==> src/rtl/nand_pbuf_pkg.sv <==
// Shared types and constants for the NAND page-buffer controller.
// Page size equals 2**ADDR_W, so the column wrap is a natural roll-over.
`timescale 1ns/1ps
package nand_pbuf_pkg;

  localparam int ADDR_W     = 11;
  localparam int DATA_W     = 8;
  localparam int PAGE_BYTES = 2048;

  localparam logic DIR_LOAD = 1'b0;
  localparam logic DIR_PROG = 1'b1;

  typedef enum logic [1:0] {
    IDLE = 2'd0,
    LOAD = 2'd1,
    PROG = 2'd2,
    DONE = 2'd3
  } pbuf_state_t;

  function automatic logic [ADDR_W-1:0] col_next(input logic [ADDR_W-1:0] c);
    return (c == ADDR_W'(PAGE_BYTES - 1)) ? '0 : c + ADDR_W'(1);
  endfunction

  function automatic logic [ADDR_W:0] clamp_len(input logic [ADDR_W:0] l);
    return (l > (ADDR_W+1)'(PAGE_BYTES)) ? (ADDR_W+1)'(PAGE_BYTES) : l;
  endfunction

endpackage

==> src/rtl/nand_page_buffer_ctrl_host_port.sv <==
// Host column pointer and buffer port A drive; read data returns one cycle after the strobe.
// Strobes arriving while host_ready is low are dropped and leave the pointer untouched.
`timescale 1ns/1ps
module pbuf_host_port
  import nand_pbuf_pkg::*;
(
  input  logic              clk,
  input  logic              reset,
  input  logic              host_ready,
  input  logic              host_col_ld,
  input  logic [ADDR_W-1:0] host_col,
  input  logic              host_wr,
  input  logic [DATA_W-1:0] host_wdata,
  input  logic              host_rd,
  output logic              host_rvalid,
  output logic [ADDR_W-1:0] ram_addr_a,
  output logic [DATA_W-1:0] ram_data_a,
  output logic              ram_we_a,
  output logic              ram_en_a
);

  logic [ADDR_W-1:0] col_ptr;
  logic [ADDR_W-1:0] acc_col;
  logic              acc_wr;
  logic              acc_rd;

  // A same-cycle column load redirects the access to host_col.
  always_comb begin
    acc_col = host_col_ld ? host_col : col_ptr;
    acc_wr  = host_ready && !reset && host_wr;
    acc_rd  = host_ready && !reset && host_rd && !host_wr;
  end

  assign ram_en_a   = acc_wr || acc_rd;
  assign ram_we_a   = acc_wr;
  assign ram_addr_a = (acc_wr || acc_rd) ? acc_col : '0;
  assign ram_data_a = acc_wr ? host_wdata : '0;

  always_ff @(posedge clk) begin
    if (reset) begin
      col_ptr     <= '0;
      host_rvalid <= 1'b0;
    end else begin
      host_rvalid <= acc_rd;
      if (acc_wr || acc_rd)
        col_ptr <= col_next(acc_col);
      else if (host_ready && host_col_ld)
        col_ptr <= host_col;
    end
  end

endmodule

==> src/rtl/nand_page_buffer_ctrl.sv <==
// Page-buffer sequencer: host byte access on port A, page load/program engine on port B.
// Optional transfer checksum is built only when PBUF_XFER_CSUM_EN is defined.
`timescale 1ns/1ps
module nand_page_buffer_ctrl
  import nand_pbuf_pkg::*;
(
  input  logic              clk,
  input  logic              reset,
  input  logic              host_col_ld,
  input  logic [ADDR_W-1:0] host_col,
  input  logic              host_wr,
  input  logic [DATA_W-1:0] host_wdata,
  input  logic              host_rd,
  output logic [DATA_W-1:0] host_rdata,
  output logic              host_rvalid,
  output logic              host_ready,
  input  logic              xfer_start,
  input  logic              xfer_dir,
  input  logic [ADDR_W:0]   xfer_len,
  output logic              busy,
  output logic              xfer_done,
  output logic [DATA_W-1:0] xfer_csum,
  input  logic              arr_in_valid,
  input  logic [DATA_W-1:0] arr_in_data,
  output logic              arr_out_valid,
  output logic [DATA_W-1:0] arr_out_data,
  input  logic              arr_out_ready,
  output logic [ADDR_W-1:0] ram_addr_a,
  output logic [ADDR_W-1:0] ram_addr_b,
  output logic [DATA_W-1:0] ram_data_a,
  output logic [DATA_W-1:0] ram_data_b,
  output logic              ram_we_a,
  output logic              ram_we_b,
  output logic              ram_en_a,
  output logic              ram_en_b,
  input  logic [DATA_W-1:0] ram_q_a,
  input  logic [DATA_W-1:0] ram_q_b
);

  pbuf_state_t     state;
  logic [ADDR_W:0] len_q;
  logic [ADDR_W:0] bcnt;
  logic            busy_q;
  logic            done_q;
  logic            out_vld;
  logic            ld_beat;
  logic            pg_issue;
  logic            pg_accept;
  logic            start_acc;

  assign host_ready    = !busy_q;
  assign busy          = busy_q;
  assign xfer_done     = done_q;
  assign arr_out_valid = out_vld;
  assign arr_out_data  = ram_q_b;
  assign host_rdata    = ram_q_a;

  pbuf_host_port u_host (
    .clk         (clk),
    .reset       (reset),
    .host_ready  (host_ready),
    .host_col_ld (host_col_ld),
    .host_col    (host_col),
    .host_wr     (host_wr),
    .host_wdata  (host_wdata),
    .host_rd     (host_rd),
    .host_rvalid (host_rvalid),
    .ram_addr_a  (ram_addr_a),
    .ram_data_a  (ram_data_a),
    .ram_we_a    (ram_we_a),
    .ram_en_a    (ram_en_a)
  );

  // In PROG, bcnt counts issued reads; a held output byte blocks further issue.
  always_comb begin
    start_acc = (state == IDLE) && xfer_start;
    ld_beat   = (state == LOAD) && arr_in_valid && !reset;
    pg_issue  = (state == PROG) && (bcnt < len_q) && (!out_vld || arr_out_ready) && !reset;
    pg_accept = (state == PROG) && out_vld && arr_out_ready;
  end

  assign ram_en_b   = ld_beat || pg_issue;
  assign ram_we_b   = ld_beat;
  assign ram_addr_b = (ld_beat || pg_issue) ? bcnt[ADDR_W-1:0] : '0;
  assign ram_data_b = ld_beat ? arr_in_data : '0;

  always_ff @(posedge clk) begin
    if (reset) begin
      state   <= IDLE;
      len_q   <= '0;
      bcnt    <= '0;
      busy_q  <= 1'b0;
      done_q  <= 1'b0;
      out_vld <= 1'b0;
    end else begin
      done_q <= 1'b0;
      case (state)
        IDLE: begin
          if (xfer_start) begin
            len_q  <= clamp_len(xfer_len);
            bcnt   <= '0;
            busy_q <= 1'b1;
            if (xfer_len == '0) begin
              state  <= DONE;
              done_q <= 1'b1;
            end else begin
              state <= (xfer_dir == DIR_PROG) ? PROG : LOAD;
            end
          end
        end
        LOAD: begin
          if (ld_beat) begin
            bcnt <= bcnt + (ADDR_W+1)'(1);
            if (bcnt + (ADDR_W+1)'(1) == len_q) begin
              state  <= DONE;
              done_q <= 1'b1;
            end
          end
        end
        PROG: begin
          if (pg_issue) begin
            bcnt    <= bcnt + (ADDR_W+1)'(1);
            out_vld <= 1'b1;
          end else if (pg_accept) begin
            out_vld <= 1'b0;
          end
          if (pg_accept && (bcnt == len_q)) begin
            state  <= DONE;
            done_q <= 1'b1;
          end
        end
        DONE: begin
          state  <= IDLE;
          busy_q <= 1'b0;
        end
        default: state <= IDLE;
      endcase
    end
  end

`ifdef PBUF_XFER_CSUM_EN
  logic [DATA_W-1:0] csum_q;

  always_ff @(posedge clk) begin
    if (reset)
      csum_q <= '0;
    else if (start_acc)
      csum_q <= '0;
    else if (ld_beat)
      csum_q <= csum_q ^ arr_in_data;
    else if (pg_accept)
      csum_q <= csum_q ^ ram_q_b;
  end

  assign xfer_csum = csum_q;
`else
  assign xfer_csum = '0;
`endif

endmodule

==> config.mk <==
export PLATFORM = sky130hd
export DESIGN_NAME = nand_page_buffer_ctrl
export DESIGN_NICKNAME = d
export VERILOG_FILES = /design/src/rtl/nand_pbuf_pkg.sv /design/src/rtl/nand_page_buffer_ctrl_host_port.sv /design/src/rtl/nand_page_buffer_ctrl.sv
export SDC_FILE = /design/constraint.sdc
export NUM_CORES = 1
export LEC_CHECK = 0
export CORE_ASPECT_RATIO = 1.1
export CORE_MARGIN = 1.5
export CORE_UTILIZATION = 41
export CTS_CLUSTER_SIZE = 12
export DETAILED_ROUTE_END_ITERATION = 12
export PLACE_DENSITY = 0.78
export SLEW_MARGIN = 20
export SYNTH_ARGS = -nofsm -noshare
export SYNTH_HDL_FRONTEND = slang
export SYNTH_HIERARCHICAL = 1
export SYNTH_SLANG_ARGS = --single-unit
==> constraint.sdc <==
create_clock -name clk -period 2.6 [get_ports clk]
set_input_delay 0.26 -clock clk [delete_from_list [all_inputs] [get_ports clk]]
set_output_delay 0.26 -clock clk [all_outputs]
set_load 0.02 [all_outputs]
==> flow_summary.json, run 1 <==
{
  "num-fill-cells": 767,
  "multi_input_area_mm2": 0.00251,
  "num_io_pins": 135,
  "cp-start-kind": "input pin",
  "startpoint": "host_col_ld",
  "worstSetupPathType": "in2out",
  "path_cells": "clkdlybuf4s50_1, buf_4, mux2_2, and3_1, clkdlybuf4s50_1",
  "drv_cap": 0,
  "yosysTopAreaCell": "dfxtp_1",
  "grt_max_degree": 21,
  "synth_edf_count": 0,
  "power_uw": 2930,
  "cts.clk_slew.worst_paths_ns": 0.08,
  "insertion_delay_ns": 0.30,
  "critPathCaptureType": "output port",
  "synthTopCellsByArea": "dfxtp_1 (22%), ha_1 (6.5%), buf_4 (5.1%)",
  "ant_nets": 0,
  "finalSetupViolCount": 0,
  "drive_gt1_share_pct": 19.8,
  "cp.required_ns": 2.34,
  "synth_cell_types": 76,
  "synth_commonest_cells": "nor2_1 (42), dfxtp_1 (41), inv_1 (30), nand2_1 (28), buf_4 (25)",
  "ff_latch_area_um2": 823,
  "slew_violations": 0,
  "grt_usage_pct": 23.5,
  "grt_pass1_vias": 3845,
  "vias": 3924,
  "synth_flop_cell": "dfxtp_1",
  "coreArea_mm2": 0.00854,
  "die_area_mm2": 0.00950,
  "dr.pass1.iters": 4,
  "numPortBuffers": 94,
  "avgViaCountPerCell": 5.62,
  "status": "complete, no violations",
  "mappedNetlistArea_mm2": 0.00366,
  "synth_top_area_share_pct": 22.4,
  "clock_sinks": 41,
  "fin_skew_ns": 0.00731,
  "die_w_um": 93.1,
  "dpl.hpwl_um": 8850,
  "cpMostUsedCell": "clkdlybuf4s50_1",
  "routabilityCongestion": 0.916,
  "final_nets": 669,
  "initial_utilization_pct": 42.9,
  "p_leak_uw": 0.00211,
  "r2r_setup_slack_ns": 0.07,
  "antenna_found_initial": 0,
  "min_period_ns": 2.54,
  "place_worst_setup_slack_ns": -0.207,
  "die_h_um": 102,
  "hold_violations": 0,
  "area_growth_pct": 38.9,
  "tns_ns": 0,
  "synth_most_common_cell": "nor2_1",
  "slowest_delay_ns": 0.68,
  "finalCritPeriodShare_pct": 97.9,
  "ir_drop_mv": 0.293,
  "cts-root-buf": "clkbuf_8",
  "synthArstFlopShare_pct": 0,
  "crit_slowest_cell": "clkdlybuf4s50_1",
  "cts_tree": "yes",
  "setup_slack_ns": 0.0558,
  "crit_end": "ram_addr_a[10]",
  "avgSynthCellArea_um2": 7.72,
  "drt_first_iter_violations": 173,
  "power_density_mw_per_mm2": 576,
  "rows": 35,
  "ys_seq_area_share_pct": 22.4,
  "routed_wl_um": 11300,
  "critPathArrivalTime_ns": 2.28,
  "hold_class": "reg2reg",
  "r2r.worst_path.cells": 10,
  "ys_ff_latch": 41,
  "remaining_drc_errors": 0,
  "r2r-start": "len_q[1]",
  "overflow": 0,
  "synthCells": 474,
  "critPathMaxFanout": 7,
  "diodes": 0,
  "rsz0062_at_grt": "yes",
  "cts_max_path_buffers": 2,
  "cts_hold_buf": 0,
  "reg2reg_to": "bcnt[9]",
  "max_clock_freq_mhz": 393,
  "htree_num_levels": 2,
  "grt_pass1_wl_um": 18100,
  "numCtsBuffers": 5,
  "wl_per_cell_um": 16.2,
  "ys_warn_count": 6
}
## state kept, by name, indices dropped and copies added (netlist names)
name                flops
u_host/host_rvalid      1
bcnt                   12
arr_out_valid           1
busy                    1
u_host/col_ptr         11
xfer_done               1
state                   2
len_q                  12
## report_power, final
group / internal [µW] / switching (µW)
combinational: 701 / 801
sequential: 712 / 76.1
clock: 387 / 250
total: 1800 / 1130
## final cells by class
class | instances | area share (%)
Multi-Input combinational cell | 355 | 49.3
Timing Repair Buffer | 152 | 26.8
Clock inverter | 3 | 1.35
Clock buffer | 5 | 1.35
Tap cell | 111 | 2.73
Sequential cell | 41 | 16.2
Inverter | 31 | 2.29
## worst max-delay path: cells and delay by family
family / cells / cell delay, ns
buffers and inverters: 3 / 1.45
muxes: 1 / 0.36
and+or+nand+nor: 1 / 0.22
## worst min path at each step
stage | slack, ns | from | cells past startpoint | to
2_1_floorplan | 0.41 | xfer_len[0] | 2 | len_q[0]
3_3_place_gp | 0.49 | u_host/col_ptr[6] | 2 | u_host/col_ptr[6]
3_5_place_dp | 0.50 | u_host/col_ptr[6] | 2 | u_host/col_ptr[6]
4_1_cts | 0.51 | u_host/col_ptr[6] | 2 | u_host/col_ptr[6]
5_1_grt | 0.52 | ram_q_b[5] | 0 | arr_out_data[5]
6_report | 0.51 | busy | 2 | busy
## routing by layer
metal / vias to the layer above / wire length (µm) / part of all wire [%] / GRT usage (%)
li1: 1874 / - / - / -
met1: 1828 / 4440 / 39 / 28.0
met2: 194 / 5730 / 51 / 43.5
met3: 28 / 819 / 7.3 / 2.98
met4: 0 / 284 / 2.5 / 7.93
met5: - / 0 / 0 / 0
## logic make-up after synthesis
group	share of synthesized area, %
adders and majority gates	6.50
DFF	22.4
xor gates and xnor gates	5.23
buffers and inverters	12.1
other	0.102
AOI/OAI and AO/OA	21.0
and+or+nand+nor	27.9
muxes	4.75
## cell usage in the layout, fill, tap and decap left out, drive strengths merged, types with 3 or more instances in the layout
cell	synthesis	layout
clkdlybuf4s50	0	82
buf	33	70
nor2	42	42
dfxtp	41	41
inv	31	32
nand2	28	28
o21ai	23	23
ha	19	19
nand3	18	18
a21oi	18	18
and3	17	17
nor2b	17	17
xnor2	13	13
and2	11	11
mux2i	11	11
o211ai	10	10
o31ai	10	10
nand4	8	8
conb	1	8
xor2	8	8
a22oi	7	7
nand2b	6	6
o21a	6	6
nor3b	6	6
nor3	6	6
clkbuf	21	5
mux2	5	5
nor4	4	4
nand4b	4	4
a2111oi	3	3
a31oi	3	3
o2111ai	3	3
o22ai	3	3
or2	3	3
nand3b	3	3
a211oi	3	3
## timing repair
action,4_1_cts,5_1_grt
hold endpoints to repair,0,0
gates resized for setup,51,34
pin swaps,0,9
setup buffers,0,3
endpoints found under the setup margin,13,18
gates cloned,0,1
## metrics by stage
step	std cells	hold slack [ns]	util, %	area, µm²
after floorplan	481	0.408	-	3690
after global placement	686	0.489	56.9	4860
after detailed placement	686	0.499	56.9	4860
after CTS	694	0.514	58.0	4950
after global routing	698	0.520	59.5	5080
final	698	0.512	59.5	5080
Power figures use the tool's default switching activity.
==> inputs of run 2 (changes only) <==
Settings changed: CELL_PAD_IN_SITES_DETAIL_PLACEMENT from default to 1, CELL_PAD_IN_SITES_GLOBAL_PLACEMENT from default to 1, CORE_UTILIZATION 41 to 29, PLACE_DENSITY 0.78 to default, PLACE_DENSITY_LB_ADDON from default to 0.1, SKIP_CTS_REPAIR_TIMING from default to 1.
==> flow_summary.json, run 2 (synthesis results as in run 1) <==
{
  "status": "complete, no violations",
  "die_h_um": 121,
  "dpl.hpwl_um": 11100,
  "min_period_ns": 2.52,
  "diodes": 0,
  "routed_wl_um": 13700,
  "hold_violations": 0,
  "rsz0062_at_grt": "yes",
  "die_w_um": 110,
  "post-route-util_pct": 44.0,
  "cts.clk_slew.worst_paths_ns": 0.06,
  "r2r_setup_slack_ns": 0.09,
  "remaining_drc_errors": 0,
  "cp-start-kind": "flop",
  "rows": 42,
  "critPathArrivalTime_ns": 2.26,
  "ir_drop_mv": 0.278,
  "cp.required_ns": 2.34,
  "critPathMaxFanout": 5,
  "grt_pass1_wl_um": 20900,
  "critPathCaptureType": "output port",
  "power_density_mw_per_mm2": 598,
  "worstSetupPathType": "reg2out",
  "grt_max_degree": 25,
  "dp.cells": 749,
  "instances_no_fill": 767,
  "insertion_delay_ns": 0.29,
  "wl_per_cell_um": 17.8,
  "drt_first_iter_violations": 118,
  "cts-root-buf": "clkbuf_16",
  "reg_top3": "bcnt (12), len_q (12), u_host/col_ptr (11)",
  "p_leak_uw": 0.00226,
  "die_area_mm2": 0.0133,
  "clock_sinks": 41,
  "layout_commonest_cell": "buf_4",
  "area_growth_pct": 46.7,
  "final_nets": 695,
  "max_clock_freq_mhz": 396,
  "initial_utilization_pct": 30.0,
  "slew_violations": 0,
  "layout_common_cells": "buf_4 (89), clkdlybuf4s50_1 (81), nor2_1 (40), dfxtp_1 (38)",
  "vias": 3949,
  "fin_skew_ns": 0.00380,
  "cts_max_path_buffers": 2,
  "avgViaCountPerCell": 5.15,
  "num_io_pins": 135,
  "grt_usage_pct": 20.6,
  "routabilityCongestion": 0.872,
  "dr.pass1.iters": 4,
  "hold_class": "in2out",
  "coreArea_mm2": 0.0122,
  "drive_gt1_share_pct": 23.7,
  "cts_tree": "yes",
  "finalSetupViolCount": 0,
  "numPortBuffers": 94,
  "htree_num_levels": 2,
  "finalCritPeriodShare_pct": 97.0,
  "overflow": 0,
  "numCtsBuffers": 5,
  "ant_nets": 0,
  "grt_pass1_vias": 4120,
  "drv_cap": 0,
  "antenna_found_initial": 0
}
## run 2: layout make-up
type,count,area [µm²]
clock inverters,2,37.5
multi-input cells,355,2500
repair buffers,178,1560
well taps,154,193
fillers,1503,6820
inverters,31,116
clock buffers,6,139
flip-flops and latches,41,825
## run 2: final timing paths
check | startpoint | end | cells after the start
setup / recovery | len_q[1] | ram_addr_b[3] | 11
hold / removal | ram_q_b[4] | arr_out_data[4] | 0
setup reg to reg | len_q[1] | bcnt[9] | 10
hold reg to reg | state[0] | state[0] | 2
## run 2: power by group
part,internal (µW),leakage [µW],switching [µW]
logic,791,0.00184,869
registers,713,0.000336,74.5
clock network,480,0.0000831,283
## run 2: layer usage
metal	global-route usage (%)	up-vias	share of wire (%)
li1	-	1927	-
met1	22.1	1926	41
met2	40.7	77	54
met4	5.61	0	1.7
met3	2.86	19	3.0
met5	0	-	0
## run 2: worst max-delay path, cell delays in order, from the launching register on
cell and delay, ns:
dfxtp_2 0.33, inv_2 0.04, ha_4 0.21, nor2b_4 0.12, o21a_1 0.16, o21a_1 0.16
o21a_1 0.21, o21ai_2 0.22, a21oi_4 0.12, buf_6 0.15, nor2b_1 0.11, buf_4 0.15
## run 2: stage by stage
| step | worst slack (ns) | power, µW | instance area (µm²) | setup TNS [ns] | hold WS, ns |
|---|---|---|---|---|---|
| floorplan | 0.168 | 1660 | 3690 | 0 | 0.408 |
| finish | 0.0779 | 3210 | 5370 | 0 | 0.520 |
| global route | -0.0618 | 3410 | 5370 | -0.278 | 0.520 |
| CTS | -0.653 | 3100 | 5230 | -7.36 | 0.520 |
| detailed placement | -0.320 | 2330 | 5050 | -3.52 | 0.516 |
| global placement | -0.222 | 2300 | 5050 | -2.41 | 0.502 |
